[src/rtl/ram_arbiter.sv]
// Shares one single-port word RAM between the instruction-fetch and data ports.
// Data has fixed priority, bounded by a starvation guard; sub-word stores are read-modify-write.
module ram_arbiter #(
  parameter int ADDR_WIDTH   = 30,
  parameter int STARVE_LIMIT = 2
) (
  input  logic                  clk,
  input  logic                  reset,
  input  logic                  i_req,
  input  logic [ADDR_WIDTH-1:0] i_addr,
  output logic                  i_ack,
  output logic [31:0]           i_rdata,
  input  logic                  d_req,
  input  logic                  d_we,
  input  logic [ADDR_WIDTH-1:0] d_addr,
  input  logic [31:0]           d_wdata,
  input  logic [3:0]            d_be,
  output logic                  d_ack,
  output logic [31:0]           d_rdata,
  output logic [ADDR_WIDTH-1:0] ram_addr,
  output logic [31:0]           ram_din,
  output logic                  ram_re,
  output logic                  ram_we,
  input  logic [31:0]           ram_dout
);

  localparam int SW = (STARVE_LIMIT < 1) ? 1 : $clog2(STARVE_LIMIT + 1);
  localparam logic [SW-1:0] LIMIT = SW'(STARVE_LIMIT);

  typedef enum logic [1:0] {IDLE, RD, MERGE, ACK} state_t;

  state_t          state_q, state_d;
  logic            owner_q, owner_d;   // 1 = data port, 0 = instruction port
  logic [SW-1:0]   starve_q, starve_d;
  logic            grant_d;
  logic [31:0]     merged;

  assign grant_d = d_req && (!i_req || (starve_q < LIMIT));
  assign i_rdata = ram_dout;
  assign d_rdata = ram_dout;

  always_comb begin
    merged = ram_dout;
    for (int n = 0; n < 4; n++) begin
      if (d_be[n]) merged[8*n +: 8] = d_wdata[8*n +: 8];
    end
  end

  always_ff @(posedge clk) begin
    if (reset) begin
      state_q  <= IDLE;
      owner_q  <= 1'b0;
      starve_q <= '0;
    end else begin
      state_q  <= state_d;
      owner_q  <= owner_d;
      starve_q <= starve_d;
    end
  end

  always_comb begin
    state_d  = state_q;
    owner_d  = owner_q;
    starve_d = starve_q;
    ram_re   = 1'b0;
    ram_we   = 1'b0;
    i_ack    = 1'b0;
    d_ack    = 1'b0;
    ram_addr = owner_q ? d_addr : i_addr;
    ram_din  = d_wdata;
    case (state_q)
      IDLE: begin
        if (grant_d) begin
          owner_d  = 1'b1;
          ram_addr = d_addr;
          if (!i_req) starve_d = '0;
          else if (starve_q != LIMIT) starve_d = starve_q + 1'b1;
          if (!d_we) begin
            ram_re  = 1'b1;
            state_d = RD;
          end else if (d_be == 4'b1111) begin
            ram_we  = 1'b1;
            state_d = ACK;
          end else if (d_be != 4'b0000) begin
            ram_re  = 1'b1;
            state_d = MERGE;
          end else begin
            state_d = ACK;
          end
        end else if (i_req) begin
          owner_d  = 1'b0;
          starve_d = '0;
          ram_addr = i_addr;
          ram_re   = 1'b1;
          state_d  = RD;
        end
      end
      RD: begin
        if (owner_q) d_ack = 1'b1;
        else         i_ack = 1'b1;
        state_d = IDLE;
      end
      MERGE: begin
        ram_we   = 1'b1;
        ram_addr = d_addr;
        ram_din  = merged;
        state_d  = ACK;
      end
      ACK: begin
        d_ack   = 1'b1;
        state_d = IDLE;
      end
      default: state_d = IDLE;
    endcase
    // Reset must suppress any in-flight write or ack, including a MERGE write.
    if (reset) begin
      ram_re = 1'b0;
      ram_we = 1'b0;
      i_ack  = 1'b0;
      d_ack  = 1'b0;
    end
  end

endmodule

[config.mk]
export PLATFORM = sky130hd
export DESIGN_NAME = ram_arbiter
export DESIGN_NICKNAME = d
export VERILOG_FILES = /design/src/rtl/ram_arbiter.sv
export SDC_FILE = /design/constraint.sdc
export NUM_CORES = 1
export LEC_CHECK = 0
export BUFFER_PORTS_ARGS = -buffer_cell sky130_fd_sc_hd__buf_2
export CORE_AREA = 10 10 93 95
export CTS_CLUSTER_DIAMETER = 200
export CTS_CLUSTER_SIZE = 25
export DETAILED_ROUTE_END_ITERATION = 7
export DIE_AREA = 0 0 103 105
export GPL_ROUTABILITY_DRIVEN = 0
export PLACE_DENSITY = 0.81
export SLEW_MARGIN = 20
export SYNTH_ARGS = -nofsm -noshare
export SYNTH_HDL_FRONTEND = slang
export SYNTH_SLANG_ARGS = --single-unit
export TNS_END_PERCENT = 10
[constraint.sdc]
create_clock -name clk -period 4.2 [get_ports clk]
set_input_delay 0.42 -clock clk [delete_from_list [all_inputs] [get_ports clk]]
set_output_delay 0.42 -clock clk [all_outputs]
set_load 0.1 [all_outputs]
==> impl_metrics.ini, run 1 <==
[timing]
max_slew_margin = 0.339
report.final.slew_viol_count = 0
rsz0062_at_grt = no
hold_violations = 0
max_freq_ghz = 0.374
finalSetupViolCount = 0
tightest_slew_ps = 989
fin_setup_tns_ps = 0
fin_crit_sh = 0.636
fin_crit_ps = 2670
finalClockSkew_ps = 2.26

[cts]
htreeDepth = 1
clock_path_buffers = 2
cts_tree = done
cts-root-buf = clkbuf_8
cts_buffers = 3
insertion_delay_ps = 220
postCtsSetupBuffers = 0
cts.repair.resized = 0
clk_pin_slew_ps = 40
cts_sinks = 5
holdBufCountCts = 0

[power]
ir_drop_uv = 287
finalPower_mw = 1.31
powerDensity_nw_per_um2 = 477
p_leak_nw = 1.56

[logic_synthesis]
synth_edf_count = 0
syn_inst = 222
synth-seq-area-share = 0.0536
yosysMostFrequentCell = buf_4
ys_types = 32
postSynthAreaPerCell_sq_um = 8.41
async_flop_share = 0
synth_nets = 356
synth_top_cell_by_area = buf_4
yosys-top-cells-count = buf_4, mux2_2, a32o_1
netlist.area_leader.share = 0.257
yosysWarnings = 0
syn_area_sq_um = 1870
synth_ff_type = dfxtp_1
ys_top_cells_by_area = buf_4, mux2_2, a32o_1, and3_1, dfxtp_1
synth-seq-cells = 5

[global_route]
gr-total-overflow = 0
grt_pass1_wl_mm = 14.6
globalRouteTotalUtil = 0.168
grt_pass1_vias = 2671
antenna_found_initial = 3
grt_max_degree = 31

[critical_path]
crit_cells = 4
worstPathArrival_ps = 2250
cp_cell_sequence = nand2b_1 > nand2_1 > a32o_1 > buf_2
crit_path_start_kind = flop
required_ps = 3780
crit_end = ram_addr[0]
path_buf_inv = 1
rr_endpoint = state_q[0]$_SDFFE_PP0P_
cp-end-kind = output port
max_stage_delay_ps = 750
ff2ff_path_depth = 3
rrSetupSlack_ps = 2730
cp_top_family = simple AND/OR/NAND/NOR gates
crit_type = flop to output port
cp_max_fo = 30
slowest_stage = nand2_1
r2r_start = state_q[1]$_SDFFE_PP0P_
worstSetupStartpoint = owner_q$_SDFFE_PP0P_

[final_layout]
drive_above_1_share = 0.760
finalNonFillerCells = 491
area_growth_syn_to_layout_pct = 47.1
fillers = 698
multi_input_area_sq_um = 1160
regArea_sq_um = 100
nets = 543

[floorplanning]
fp.dieW_microns = 103
die_y_microns = 105
die_area_sq_um = 10800
rows = 30
ioPinCount = 263
core_area_sq_um = 6760
start_util = 0.276

[run]
cap_viol_max_count = 0

[detailed_routing]
vias = 2502
drt_first_pass_iters = 4
ant_nets = 0
drt-total-wl_mm = 10.4
vias_per_cell = 5.10
drt_iter0_drc = 114
routedWlPerCell_microns = 21.1
drc_errors = 0

[placement]
port_buffers = 262
dp.cells = 484
dp_hpwl_mm = 9.09

[outcome]
status = completed

[worst_hold_path]
hold_path.class = primary input to flop
## layer usage
metal | GRT usage | part of all wire
met3 | 0.0646 | 0.13
met4 | 0.0537 | 0.025
met2 | 0.316 | 0.51
met5 | 0 | 0
met1 | 0.160 | 0.33
## state kept, by name (all words and copies together) (netlist names)
signal,cells
state_q,2
owner_q,1
starve_q,2
## final cells by class
class                           count  area share
Timing Repair Buffer              264       0.483
Multi-Input combinational cell    133       0.423
Sequential cell                     5      0.0364
Tap cell                           80      0.0364
Clock buffer                        4      0.0164
Inverter                            2     0.00273
Antenna cell                        3     0.00273
## worst min-delay path by stage
| stage | slack (ps) | cells after the start | endpoint | start |
|---|---|---|---|---|
| 3_5_place_dp | 550 | 2 | starve_q[0]$_SDFFE_PP0P_ | starve_q[0]$_SDFFE_PP0P_ |
| 5_1_grt | 500 | 2 | owner_q$_SDFFE_PP0P_ | reset |
| 4_1_cts | 470 | 2 | owner_q$_SDFFE_PP0P_ | reset |
| 6_report | 470 | 2 | owner_q$_SDFFE_PP0P_ | reset |
| 3_3_place_gp | 540 | 2 | starve_q[0]$_SDFFE_PP0P_ | starve_q[0]$_SDFFE_PP0P_ |
| 2_1_floorplan | 510 | 2 | starve_q[0]$_SDFFE_PP0P_ | starve_q[0]$_SDFFE_PP0P_ |
## logic make-up (layout without fill, tap and decap cells)
| group | after synthesis | in the layout | share of synthesized area |
|---|---|---|---|
| buf+inv | 84 | 270 | 0.328 |
| fa+ha+maj | 1 | 1 | 0.00670 |
| mux | 32 | 32 | 0.193 |
| simple gates | 60 | 60 | 0.212 |
| other cells | 0 | 3 | 0 |
| compound gates | 40 | 40 | 0.206 |
| flops | 5 | 5 | 0.0536 |
## worst register-to-register path, delay by kind of cell, from the launching register on
family	cells	cell delay, ps
AO/OA/AOI/OAI	1	250
flip-flops	1	470
AND/OR/NAND/NOR	2	660
## per-stage QoR
stage               hold WS, ps  utilization  cell area, sq um  setup WS, ps
global route                497        0.406              2750          1370
CTS                         466        0.406              2740          1540
floorplan                   511            -              1870           857
detailed placement          546        0.399              2700          1770
finish                      471        0.407              2750          1530
global placement            538        0.399              2700          1880
## cells in the final DEF (no fill, tap or decap), types with 2 or more instances in the layout
cell type / count
buf_2: 262
mux2_2: 32
a32o_1: 31
and3_1: 30
nor2_1: 5
dfxtp_1: 5
nand2_1: 4
nor2_4: 4
diode_2: 3
nand2b_1: 3
nor3_1: 3
clkbuf_8: 3
or3_4: 2
inv_1: 2
and4_1: 2
a21oi_1: 2
buf_4: 2
## power by group
group / total, mW / switching [mW] / leakage (nW) / internal (mW)
sequential: 0.0568 / 0.00525 / 0.0411 / 0.0516
clock: 0.0886 / 0.0234 / 0.0228 / 0.0652
combinational: 1.16 / 0.962 / 1.49 / 0.202
total: 1.31 / 0.991 / 1.56 / 0.319
Note: power is estimated with default switching activity, not from simulation.
==> run 2: changes to the inputs <==
--- a/config.mk
+++ b/config.mk
@@ -6,13 +6,13 @@
 export NUM_CORES = 1
 export LEC_CHECK = 0
 export BUFFER_PORTS_ARGS = -buffer_cell sky130_fd_sc_hd__buf_2
-export CORE_AREA = 10 10 93 95
+export CORE_MARGIN = 10
+export CORE_UTILIZATION = 28
 export CTS_CLUSTER_DIAMETER = 200
 export CTS_CLUSTER_SIZE = 25
 export DETAILED_ROUTE_END_ITERATION = 7
-export DIE_AREA = 0 0 103 105
 export GPL_ROUTABILITY_DRIVEN = 0
-export PLACE_DENSITY = 0.81
+export PLACE_DENSITY = 0.85
 export SLEW_MARGIN = 20
 export SYNTH_ARGS = -nofsm -noshare
 export SYNTH_HDL_FRONTEND = slang
==> constraint.sdc (replaced) <==
create_clock -name clk -period 2.4 [get_ports clk]
set_input_delay 0.24 -clock clk [delete_from_list [all_inputs] [get_ports clk]]
set_output_delay 0.24 -clock clk [all_outputs]
set_load 0.1 [all_outputs]
==> impl_metrics.ini, run 2 (synthesized netlist as in run 1, its figures left out) <==
[critical_path]
slowest_stage = dfxtp_1
crit_path_start_kind = flop
ff2ff_path_depth = 3
crit_type = flop to output port
cp_max_fo = 8
worstPathArrival_ps = 1900
crit_cells = 4
cp_top_family = simple AND/OR/NAND/NOR gates
cp_cell_sequence = nand2b_2 > nor2_4 > mux2_2 > buf_2
max_stage_delay_ps = 470
required_ps = 2160
cp-end-kind = output port
path_buf_inv = 1

[global_route]
use_met1 = 0.179
grt_pass1_wl_mm = 15.0
grt_pass1_vias = 2640
grt_use_met2 = 0.341
use_met3 = 0.0749
grt_max_degree = 31
antenna_found_initial = 1
globalRouteTotalUtil = 0.181
gr-max-usage-layer = met2
gr-total-overflow = 0

[final_layout]
post-route-util = 0.429
drive_above_1_share = 0.768
layout_common_cells = buf_2, mux2_2, a32o_1
stdcell_area_sq_um = 2760
nets = 544
largestRegisters = starve_q: 2 flops, state_q: 2 flops, owner_q: 1 flops
area_growth_syn_to_layout_pct = 47.5
final_common_cell = buf_2

[timing]
finalSetupViolCount = 0
fin_crit_sh = 0.891
max_freq_ghz = 0.468
max_slew_margin = 0.657
finalClockSkew_ps = 3.18
fin_crit_ps = 2140
hold_violations = 0
report.final.slew_viol_count = 0
rsz0062_at_grt = no
tightest_slew_ps = 518

[detailed_routing]
drt-total-wl_mm = 10.5
drc_errors = 0
vias = 2492
drt_iter0_drc = 94
drt_first_pass_iters = 4
vias_per_cell = 5.12
routedWlPerCell_microns = 21.5
ant_nets = 0

[worst_hold_path]
hold_path_depth = 2
hold_path.class = primary input to flop

[floorplanning]
die_y_microns = 102
die_area_sq_um = 10300
ioPinCount = 263
fp.dieW_microns = 102
start_util = 0.291
rows = 29
core_area_sq_um = 6420

[outcome]
status = completed

[cts]
cts.repair.resized = 0
cts-root-buf = clkbuf_8
clock_path_buffers = 2
clk_pin_slew_ps = 40
cts_buffers = 3
cts_sinks = 5
cts_tree = done
htreeDepth = 1
insertion_delay_ps = 220
postCtsSetupBuffers = 0
holdBufCountCts = 0

[power]
ir_drop_uv = 445
p_leak_nw = 1.56
powerDensity_nw_per_um2 = 835

[placement]
post_dp_cell_area_sq_um = 2700
port_buffers = 262
dp_hpwl_mm = 9.22

[run]
cap_viol_max_count = 0
[run 2: cell count changes in the layout (fill, tap and decap cells not counted), sizes merged]
cell	change
clkbuf	-1
diode	-2
buf	+1
clkinv	+1
[run 2: metal layers]
metal  wire (microns)  vias up
li1                 -     1157
met5                0        -
met2             5290      166
met3             1250       18
met1             3730     1151
met4              210        0
[run 2: area by class of cell]
cell class | count | area [sq um]
Antenna cell | 1 | 2.50
Clock buffer | 3 | 41.3
Clock inverter | 1 | 5.00
Fill cell | 662 | 3670
Inverter | 2 | 7.51
Multi-Input combinational cell | 133 | 1170
Sequential cell | 5 | 100
Tap cell | 77 | 96.3
Timing Repair Buffer | 265 | 1330
[run 2: final timing paths]
kind / start / to / slack, ps
worst min-delay path: reset / state_q[1]$_SDFFE_PP0P_ / 300
worst max register to register: state_q[1]$_SDFFE_PP0P_ / state_q[0]$_SDFFE_PP0P_ / 1100
worst min register to register: starve_q[0]$_SDFFE_PP0P_ / starve_q[0]$_SDFFE_PP0P_ / 570
worst max-delay path: state_q[1]$_SDFFE_PP0P_ / ram_din[22] / 260
[run 2: stage by stage]
stage	setup TNS (ps)	power, mW	hold WS [ps]	worst slack (ps)	cells
3_3_place_gp	0	2.13	514	356	482
6_report	0	2.30	299	262	487
4_1_cts	0	2.31	292	83.2	486
5_1_grt	0	2.37	307	139	487
2_1_floorplan	-901	1.89	408	-464	222
3_5_place_dp	0	2.15	523	331	482
[run 2: power breakdown]
group	leakage [nW]	switching, mW	internal [mW]
Sequential	0.0411	0.00931	0.0902
Combinational	1.50	1.69	0.357
Clock	0.0255	0.0435	0.112
[run 2: worst reg2reg max path, stage by stage, from the launching register on]
cell and delay (ps):
dfxtp_1 470, nand2b_2 250, and4_1 260, a221oi_1 220
==> run 3: changes to the inputs <==
--- a/config.mk
+++ b/config.mk
@@ -6,13 +6,14 @@
 export NUM_CORES = 1
 export LEC_CHECK = 0
 export BUFFER_PORTS_ARGS = -buffer_cell sky130_fd_sc_hd__buf_2
-export CORE_MARGIN = 10
-export CORE_UTILIZATION = 28
+export CORE_AREA = 10 10 94 96
+export CTS_BUF_LIST = sky130_fd_sc_hd__clkbuf_8
 export CTS_CLUSTER_DIAMETER = 200
 export CTS_CLUSTER_SIZE = 25
 export DETAILED_ROUTE_END_ITERATION = 7
+export DIE_AREA = 0 0 104 106
 export GPL_ROUTABILITY_DRIVEN = 0
-export PLACE_DENSITY = 0.85
+export PLACE_DENSITY = 0.82
 export SLEW_MARGIN = 20
 export SYNTH_ARGS = -nofsm -noshare
 export SYNTH_HDL_FRONTEND = slang
==> impl_metrics.ini, run 3 (synthesized netlist as in run 1, its figures left out) <==
[cts]
insertion_delay_ps = 230
cts-root-buf = clkbuf_8
postCtsSetupBuffers = 0
clock_path_buffers = 2
clk_pin_slew_ps = 40
cts_sinks = 5
cts_buffers = 3
cts_tree = done
htreeDepth = 1

[floorplanning]
core_area_sq_um = 7060
start_util = 0.265
ioPinCount = 263
die_area_sq_um = 11000
rows = 31
die_y_microns = 106
fp.dieW_microns = 104

[critical_path]
cp_max_fo = 8
required_ps = 2160
crit_type = flop to output port
cp-end-kind = output port
crit_path_start_kind = flop
worstPathArrival_ps = 1910

[final_layout]
nets = 544
regArea_sq_um = 100
area_growth_syn_to_layout_pct = 48.9
fillers = 750
final_common_cell = buf_2
layout_common_cells = buf_2, mux2_2, a32o_1
largestRegisters = starve_q: 2 flops, state_q: 2 flops, owner_q: 1 flops
post-route-util = 0.394
drive_above_1_share = 0.765
multi_input_area_sq_um = 1170

[power]
ir_drop_uv = 529
powerDensity_nw_per_um2 = 826
p_leak_nw = 1.57

[timing]
hold_violations = 0
max_freq_ghz = 0.464
max_slew_margin = 0.661
finalSetupViolCount = 0
fin_setup_tns_ps = 0
rsz0062_at_grt = no
finalClockSkew_ps = 4.06
fin_crit_sh = 0.898
fin_crit_ps = 2150
fin_ws_ps = 246
report.final.slew_viol_count = 0
tightest_slew_ps = 512

[global_route]
grt_max_degree = 31
grt_pass1_vias = 2666
grt_pass1_wl_mm = 15.3
gr-total-overflow = 0
globalRouteTotalUtil = 0.166
antenna_found_initial = 1

[placement]
dp_hpwl_mm = 8.94
port_buffers = 262
place_ws_ps = 347

[detailed_routing]
drc_errors = 0
drt-total-wl_mm = 10.3
ant_nets = 0
vias_per_cell = 4.96
vias = 2523
drt_first_pass_iters = 5
drt_iter0_drc = 112
routedWlPerCell_microns = 20.2

[run]
cap_viol_max_count = 0

[worst_hold_path]
hold_path.class = primary input to flop

[outcome]
status = completed
==> run 3: layer usage <==
layer | global-route usage | share of wire | vias up
met5 | 0 | 0 | -
met4 | 0.0308 | 0.016 | 0
met3 | 0.0634 | 0.11 | 14
met2 | 0.302 | 0.50 | 195
met1 | 0.181 | 0.37 | 1159
li1 | - | - | 1155
==> run 3: worst paths after layout <==
check / slack [ps] / cells past startpoint / end / start
hold reg to reg: 560 / 2 / starve_q[0]$_SDFFE_PP0P_ / starve_q[0]$_SDFFE_PP0P_
setup reg to reg: 1110 / 3 / state_q[0]$_SDFFE_PP0P_ / state_q[1]$_SDFFE_PP0P_
setup / recovery: 250 / 4 / ram_din[20] / state_q[1]$_SDFFE_PP0P_
hold / removal: 290 / 2 / owner_q$_SDFFE_PP0P_ / reset
==> run 3: what timing repair did <==
item                       4_1_cts  5_1_grt
setup endpoints to repair        0        3
hold buffers                     0        0
gates resized for setup          0        1
==> run 3: final cells by class <==
class                      count  area share
antenna                        1    0.000900
clock buffer                   3      0.0148
clock inverter                 1     0.00135
inverter                       2     0.00270
multi-input combinational    133       0.420
sequential                     5      0.0360
tap                           99      0.0445
timing repair buffer         265       0.480
==> run 3: report_power, final <==
part | internal [mW] | switching [mW] | leakage (nW) | total [mW]
Sequential | 0.0902 | 0.00930 | 0.0411 | 0.0995
Combinational | 0.357 | 1.68 | 1.50 | 2.04
Clock | 0.110 | 0.0483 | 0.0269 | 0.159
Total | 0.557 | 1.74 | 1.57 | 2.30
==> run 3: stage by stage <==
stage | hold WS [ps] | cells | instance area, sq um | power, mW
6_report | 289 | 509 | 2780 | 2.30
5_1_grt | 305 | 509 | 2780 | 2.37
4_1_cts | 283 | 508 | 2780 | 2.31
3_5_place_dp | 518 | 504 | 2730 | 2.14
3_3_place_gp | 514 | 504 | 2730 | 2.13
2_1_floorplan | 408 | 222 | 1870 | 1.89
==> run 3: worst max-delay path, cell delays in order, from the launching register on <==
cell and delay, ps:
dfxtp_1 470, nand2b_2 240, nor2_4 290, mux2_2 390, buf_2 300
